**src/rtl/hamming_pkg.sv**
```systemverilog
`default_nettype none
// ---------------------------------------------------------------------------
// hamming_pkg : shared widths, op/state enums and codeword layout helper
// Rev 1.0
// ---------------------------------------------------------------------------
package hamming_pkg;

    localparam int DATA_W = 11;
    localparam int CODE_W = 15;
    localparam int SYN_W  = 4;

    typedef enum logic {
        OP_ENC = 1'b0,
        OP_DEC = 1'b1
    } op_e;

    typedef enum logic [1:0] {
        IDLE = 2'd0,
        EXEC = 2'd1,
        RESP = 2'd2
    } state_e;

    // Codeword position (1..15) holding data bit i; bit 10 sits lowest at position 3.
    function automatic int data_pos(input int i);
        int j;
        j = (DATA_W - 1) - i;
        if (j == 0)
            return 3;
        else if (j <= 3)
            return j + 4;
        else
            return j + 5;
    endfunction

endpackage
`default_nettype wire

```
**src/rtl/hamming_arb_if.sv**
```systemverilog
`default_nettype none
// ---------------------------------------------------------------------------
// hamming_arb_if : per-requester command/response bundle for hamming_arb
// Rev 1.0
// ---------------------------------------------------------------------------
interface hamming_arb_if
    import hamming_pkg::*;
#(
    parameter int N_REQ = 2
);

    logic [N_REQ-1:0]             req_valid;
    logic [N_REQ-1:0]             req_op;
    logic [N_REQ-1:0][CODE_W-1:0] req_data;
    logic [N_REQ-1:0]             req_ready;
    logic [N_REQ-1:0]             resp_valid;
    logic [N_REQ-1:0]             resp_ready;
    logic [CODE_W-1:0]            resp_data;
    logic [SYN_W-1:0]             resp_syn;
    logic                         resp_err;

    modport master (
        output req_valid, req_op, req_data, resp_ready,
        input  req_ready, resp_valid, resp_data, resp_syn, resp_err
    );

    modport slave (
        input  req_valid, req_op, req_data, resp_ready,
        output req_ready, resp_valid, resp_data, resp_syn, resp_err
    );

endinterface
`default_nettype wire

```
**src/rtl/hamming_codec.sv**
```systemverilog
`default_nettype none
// ---------------------------------------------------------------------------
// hamming_codec : combinational Hamming(15,11) encoder / single-error corrector
// Rev 1.0
// ---------------------------------------------------------------------------
module hamming_codec
    import hamming_pkg::*;
(
    input  op_e               op,
    input  logic [CODE_W-1:0] din,
    output logic [CODE_W-1:0] dout,
    output logic [SYN_W-1:0]  syn
);

    logic [CODE_W-1:0] w_cw;
    logic [SYN_W-1:0]  w_syn;
    logic [CODE_W-1:0] w_fix;
    logic [DATA_W-1:0] w_dat;
    logic              w_par;

    // Position p lives at bit CODE_W-p, so position 1 is the MSB.
    always_comb begin
        w_cw = '0;
        for (int i = 0; i < DATA_W; i++)
            w_cw[CODE_W - data_pos(i)] = din[i];
        for (int b = 0; b < SYN_W; b++) begin
            w_par = 1'b0;
            for (int p = 1; p <= CODE_W; p++)
                if (((p >> b) & 1) == 1)
                    w_par = w_par ^ w_cw[CODE_W - p];
            w_cw[CODE_W - (1 << b)] = w_par;
        end
    end

    always_comb begin
        w_syn = '0;
        for (int p = 1; p <= CODE_W; p++)
            if (din[CODE_W - p])
                w_syn = w_syn ^ SYN_W'(p);
        w_fix = din;
        for (int p = 1; p <= CODE_W; p++)
            if (w_syn == SYN_W'(p))
                w_fix[CODE_W - p] = ~din[CODE_W - p];
        w_dat = '0;
        for (int i = 0; i < DATA_W; i++)
            w_dat[i] = w_fix[CODE_W - data_pos(i)];
    end

    always_comb begin
        if (op == OP_ENC) begin
            dout = w_cw;
            syn  = '0;
        end else begin
            dout = {{(CODE_W-DATA_W){1'b0}}, w_dat};
            syn  = w_syn;
        end
    end

endmodule
`default_nettype wire

```
**src/rtl/hamming_arb.sv**
```systemverilog
`default_nettype none
// ---------------------------------------------------------------------------
// hamming_arb : round-robin arbiter sharing one Hamming codec among N_REQ users
// Rev 1.0
// ---------------------------------------------------------------------------
module hamming_arb
    import hamming_pkg::*;
#(
    parameter int N_REQ = 2
)(
    input  logic          clk,
    input  logic          rst,
    hamming_arb_if.slave  arb_if
);

    localparam int IDX_W = (N_REQ > 1) ? $clog2(N_REQ) : 1;

    state_e             state_q, state_d;
    logic [IDX_W-1:0]   ptr_q, ptr_d;
    logic [IDX_W-1:0]   grant_q;
    op_e                op_q;
    logic [CODE_W-1:0]  operand_q;
    logic [CODE_W-1:0]  resp_data_q;
    logic [SYN_W-1:0]   resp_syn_q;
    logic               resp_err_q;

    logic [N_REQ-1:0]   w_rot;
    logic [IDX_W:0]     w_sum;
    logic [IDX_W-1:0]   w_win;
    logic               w_any;
    logic [CODE_W-1:0]  w_cdout;
    logic [SYN_W-1:0]   w_csyn;
    logic [N_REQ-1:0]   w_req_ready;
    logic [N_REQ-1:0]   w_resp_valid;

    // Rotate valids so bit 0 is the requester at the pointer; first set bit wins.
    always_comb begin
        w_any = 1'b0;
        w_win = '0;
        w_sum = '0;
        w_rot = N_REQ'({arb_if.req_valid, arb_if.req_valid} >> ptr_q);
        for (int i = 0; i < N_REQ; i++) begin
            if (!w_any && w_rot[i]) begin
                w_any = 1'b1;
                w_sum = {1'b0, ptr_q} + (IDX_W+1)'(i);
                if (w_sum >= (IDX_W+1)'(N_REQ))
                    w_sum = w_sum - (IDX_W+1)'(N_REQ);
                w_win = w_sum[IDX_W-1:0];
            end
        end
    end

    assign ptr_d = (w_win == IDX_W'(N_REQ - 1)) ? '0 : w_win + 1'b1;

    always_ff @(posedge clk or posedge rst) begin
        if (rst)
            state_q <= IDLE;
        else
            state_q <= state_d;
    end

    always_comb begin
        state_d = state_q;
        case (state_q)
            IDLE:    if (w_any) state_d = EXEC;
            EXEC:    state_d = RESP;
            RESP:    if (arb_if.resp_ready[grant_q]) state_d = IDLE;
            default: state_d = IDLE;
        endcase
    end

    always_comb begin
        w_req_ready  = '0;
        w_resp_valid = '0;
        if (!rst && state_q == IDLE && w_any)
            w_req_ready[w_win] = 1'b1;
        if (state_q == RESP)
            w_resp_valid[grant_q] = 1'b1;
    end

    always_ff @(posedge clk or posedge rst) begin
        if (rst) begin
            ptr_q       <= '0;
            grant_q     <= '0;
            op_q        <= OP_ENC;
            operand_q   <= '0;
            resp_data_q <= '0;
            resp_syn_q  <= '0;
            resp_err_q  <= 1'b0;
        end else begin
            if (state_q == IDLE && w_any) begin
                ptr_q     <= ptr_d;
                grant_q   <= w_win;
                op_q      <= op_e'(arb_if.req_op[w_win]);
                operand_q <= arb_if.req_data[w_win];
            end
            if (state_q == EXEC) begin
                resp_data_q <= w_cdout;
                resp_syn_q  <= w_csyn;
                resp_err_q  <= (w_csyn != '0);
            end
        end
    end

    hamming_codec u_codec (
        .op   (op_q),
        .din  (operand_q),
        .dout (w_cdout),
        .syn  (w_csyn)
    );

    assign arb_if.req_ready  = w_req_ready;
    assign arb_if.resp_valid = w_resp_valid;
    assign arb_if.resp_data  = resp_data_q;
    assign arb_if.resp_syn   = resp_syn_q;
    assign arb_if.resp_err   = resp_err_q;

endmodule
`default_nettype wire

```
**src/flat_wrapper.sv**
```systemverilog
// flat-port wrapper written by rule: the top's interface ports become plain ports
module hamming_arb_flat import hamming_pkg::*;
#(
    parameter int N_REQ = 2
)
  (clk, rst, arb_if_req_valid, arb_if_req_op, arb_if_req_data, arb_if_resp_ready, arb_if_req_ready, arb_if_resp_valid, arb_if_resp_data, arb_if_resp_syn, arb_if_resp_err);
  hamming_arb_if #(.N_REQ(N_REQ)) arb_if_i ();
  input  logic clk;
  input  logic rst;
  input wire logic [$bits(arb_if_i.req_valid)-1:0] arb_if_req_valid;
  input wire logic [$bits(arb_if_i.req_op)-1:0] arb_if_req_op;
  input wire logic [$bits(arb_if_i.req_data)-1:0] arb_if_req_data;
  input wire logic [$bits(arb_if_i.resp_ready)-1:0] arb_if_resp_ready;
  output wire logic [$bits(arb_if_i.req_ready)-1:0] arb_if_req_ready;
  output wire logic [$bits(arb_if_i.resp_valid)-1:0] arb_if_resp_valid;
  output wire logic [$bits(arb_if_i.resp_data)-1:0] arb_if_resp_data;
  output wire logic [$bits(arb_if_i.resp_syn)-1:0] arb_if_resp_syn;
  output wire logic [$bits(arb_if_i.resp_err)-1:0] arb_if_resp_err;
  assign arb_if_i.req_valid = arb_if_req_valid;
  assign arb_if_i.req_op = arb_if_req_op;
  assign arb_if_i.req_data = arb_if_req_data;
  assign arb_if_i.resp_ready = arb_if_resp_ready;
  assign arb_if_req_ready = arb_if_i.req_ready;
  assign arb_if_resp_valid = arb_if_i.resp_valid;
  assign arb_if_resp_data = arb_if_i.resp_data;
  assign arb_if_resp_syn = arb_if_i.resp_syn;
  assign arb_if_resp_err = arb_if_i.resp_err;
  hamming_arb #(.N_REQ(N_REQ)) u_core (.clk(clk), .rst(rst), .arb_if(arb_if_i));
endmodule
```
**config.mk**
```make
export PLATFORM = sky130hd
export DESIGN_NAME = hamming_arb_flat
export DESIGN_NICKNAME = d
export VERILOG_FILES = /design/src/rtl/hamming_pkg.sv /design/src/rtl/hamming_arb_if.sv /design/src/rtl/hamming_codec.sv /design/src/rtl/hamming_arb.sv /design/src/flat_wrapper.sv
export SDC_FILE = /design/constraint.sdc
export NUM_CORES = 1
export LEC_CHECK = 0
export BUFFER_PORTS_ARGS = -buffer_cell sky130_fd_sc_hd__buf_4
export CELL_PAD_IN_SITES_DETAIL_PLACEMENT = 0
export CELL_PAD_IN_SITES_GLOBAL_PLACEMENT = 1
export CORE_MARGIN = 4
export CORE_UTILIZATION = 43
export CTS_CLUSTER_SIZE = 24
export DETAILED_ROUTE_END_ITERATION = 12
export PLACE_DENSITY = 0.81
export SYNTH_ARGS = -nofsm -noshare
export SYNTH_HDL_FRONTEND = slang
export SYNTH_SLANG_ARGS = --single-unit
export TNS_END_PERCENT = 30
```
**constraint.sdc**
```tcl
create_clock -name clk -period 4.3 [get_ports clk]
set_input_delay 1.075 -clock clk [delete_from_list [all_inputs] [get_ports clk]]
set_output_delay 1.075 -clock clk [all_outputs]
set_load 0.05 [all_outputs]
```
==> flow_summary.ini <==
[clock_network]
postCtsSetupRepairBufs = 0
ctsHoldBuffers = 0
cts_buffers = 5
cts.sinks = 40
clk_path_buf_depth = 2
cts_tree = done
cts_repair_resize_count = 0
clk_latency_ps = 290
clk_pin_slew_ps = 70
cts-root-buf = clkbuf_8
h-tree-depth = 2

[floorplan]
num_rows = 26
core_um2 = 5270
ios = 62
dieArea_um2 = 6850
die_h_um = 82.8
initial_core_util_pct = 45.6
chipWidth_um = 82.8

[worst_setup_path]
cpMostUsedCell = buf_4
startpoint = arb_if_req_valid[1]
crit_required_ps = 3220
r2r_slack_ps = 2020
crit_fanout = 34
worst_setup_path_start_kind = input port
r2r_cells = 6
cp_num_buf_inv = 4
endpoint = arb_if_req_ready[0]
reg2reg_to = u_core.arb_if.resp_data[9]
crit_type = input port to output port
cp.depth = 6
cp.arrival_ps = 2090
end_kind = output port
critPathSlowestCell = buf_4
critPathMaxStageDelay_ps = 290
crit_family = buffers and inverters
r2r-start = u_core.operand_q[0]
path_cells = buf_4, o21ai_2, buf_4, inv_1, and3_1, buf_4

[grt]
grt_antenna_before_repair = 0
grt_pass1_vias = 1696
use_met2_pct = 25.1
grt-busiest-layer = met2
grt_use_met3_pct = 4.23
grt_util_all_layers_pct = 15.6
overflow = 0
grt_start_max_net_pins = 41
grt_pass1_wl_um = 7980
grtUsageMet1_pct = 20.4

[flow_run]
max-cap-violations = 0

[place]
hpwl_um = 3710
gp_congestion = 0.765
port_buffers = 61
place_ws_ps = 1140
placedInstanceArea_um2 = 2900

[yosys]
synth_fp_nets = 274
yosysSeqAreaShare_pct = 41.6
netlist_area_um2 = 2400
syn_area_per_cell_um2 = 10.2
synth_seq_cells = 40
yosys.cell_types.count = 38
async_reset_ff_share_pct = 100
synth-main-ff-cell = dfrtp_1
yosys_warnings = 0
synth-edff-count = 0
syn_inst = 236

[timing]
fmax_mhz = 316
setup_viol = 0
worst_slack_ps = 1130
fin_setup_tns_ps = 0
slew_headroom_pct = 57.7
rsz0062_at_grt = false
period_minus_slack_ps = 3170
maxSlewViolCount = 0
fin_skew_ps = 4.21
hold_viol = 0
max_slew.worst_pin.slew_ps = 634
final.period_utilization_pct = 73.7

[route]
antenna_left = 0
finalWirelength_um = 4820
firstDrtPassIters = 4
drtIter0Drc = 81
via_per_inst = 4.98
drc = 0
vias = 1811
wl_per_cell_um = 13.2

[cells_and_area]
antennaDiodeCount = 0
fin_area_um2 = 2990
final_common_cell = buf_4
drive_above_1_share_pct = 28.9
layout_common_cells = buf_4 (64), dfrtp_1 (40), nand2_1 (36)
num-fill-cells = 480
synthToLayoutAreaGrowth_pct = 24.4
fin_nets = 331

[status]
outcome = complete, no violations

[hold_path]
hold_class = flip-flop to flip-flop
==> cells by family (layout without fill, tap and decap cells) <==
group / after synthesis / after routing / share of synthesized area [%]
DFF: 40 / 40 / 41.6
buffers and inverters: 18 / 76 / 3.90
muxes: 21 / 21 / 9.32
and+or+nand+nor: 64 / 64 / 12.5
xor gates and xnor gates: 39 / 39 / 19.5
AOI/OAI and AO/OA: 54 / 54 / 13.1
==> state kept, by name, indices dropped and copies added, names as in the netlist <==
register / flops
u_core.arb_if.resp_syn: 4
u_core.state_q: 2
u_core.op_q: 1
u_core.ptr_q: 1
u_core.arb_if.resp_data: 15
u_core.grant_q: 1
u_core.arb_if.resp_err: 1
u_core.operand_q: 15
==> metal layers <==
metal | vias to the layer above | routed length (µm)
met4 | 0 | 65
met1 | 815 | 2250
li1 | 930 | -
met5 | - | 0
met2 | 58 | 2140
met3 | 8 | 352
==> synthesized netlist by cell type, types with 2 or more instances <==
cell type   n  share of area [%]
a21oi_1     4               0.83
a22o_1      3                1.1
and3_1      3               0.78
and3_2      2               0.62
buf_2       5                1.0
clkbuf_1    6               0.94
dfrtp_1    40                 42
inv_1       4               0.62
mux2i_1    19                7.9
nand2_1    36                5.6
nand3_1     2               0.42
nand3b_1    2               0.62
nor2_1      6               0.94
nor2b_1     2               0.52
nor3_1      5                1.0
nor3b_1     3               0.94
o211ai_1   11                3.4
o21ai_0    19                4.0
o21ai_1    14                2.9
xnor2_1    15                5.5
xnor2_2     4                2.7
xnor3_1     3                2.8
xor2_1     13                4.7
==> worst register-to-register path, delay by kind of cell, from the launching register on <==
kind            cells  cell delay (ps)
compound gates      2              310
xor+xnor            4             1280
flops               1              630
==> layout make-up <==
cell class / count / area, µm² / area share, %
inverters: 4 / 15.0 / 0.502
repair buffers: 64 / 480 / 16.1
clock buffers: 8 / 90.1 / 3.01
multi-input cells: 178 / 1320 / 44.0
flip-flops and latches: 40 / 1000 / 33.5
well taps: 70 / 87.6 / 2.93
==> stage by stage <==
step	hold WS, ps	instances	utilization, %
after global routing	488	364	56.7
after floorplan	445	236	-
after detailed placement	458	356	55.0
after global placement	453	356	55.0
after CTS	475	364	56.7
final	467	364	56.7
==> how the worst min path moves through the flow <==
stage	from	end	slack (ps)	depth (start not counted)
finish	u_core.arb_if.resp_err	u_core.arb_if.resp_err	470	2
floorplan	u_core.ptr_q	u_core.ptr_q	440	1
global placement	u_core.arb_if.resp_err	u_core.arb_if.resp_err	450	2
global route	u_core.arb_if.resp_err	u_core.arb_if.resp_err	490	2
CTS	u_core.arb_if.resp_err	u_core.arb_if.resp_err	480	2
detailed placement	u_core.arb_if.resp_err	u_core.arb_if.resp_err	460	2
Power is left out: the tool's default activity adds up to more than one toggle a clock period on the data nets, which glitch-free logic cannot reach.
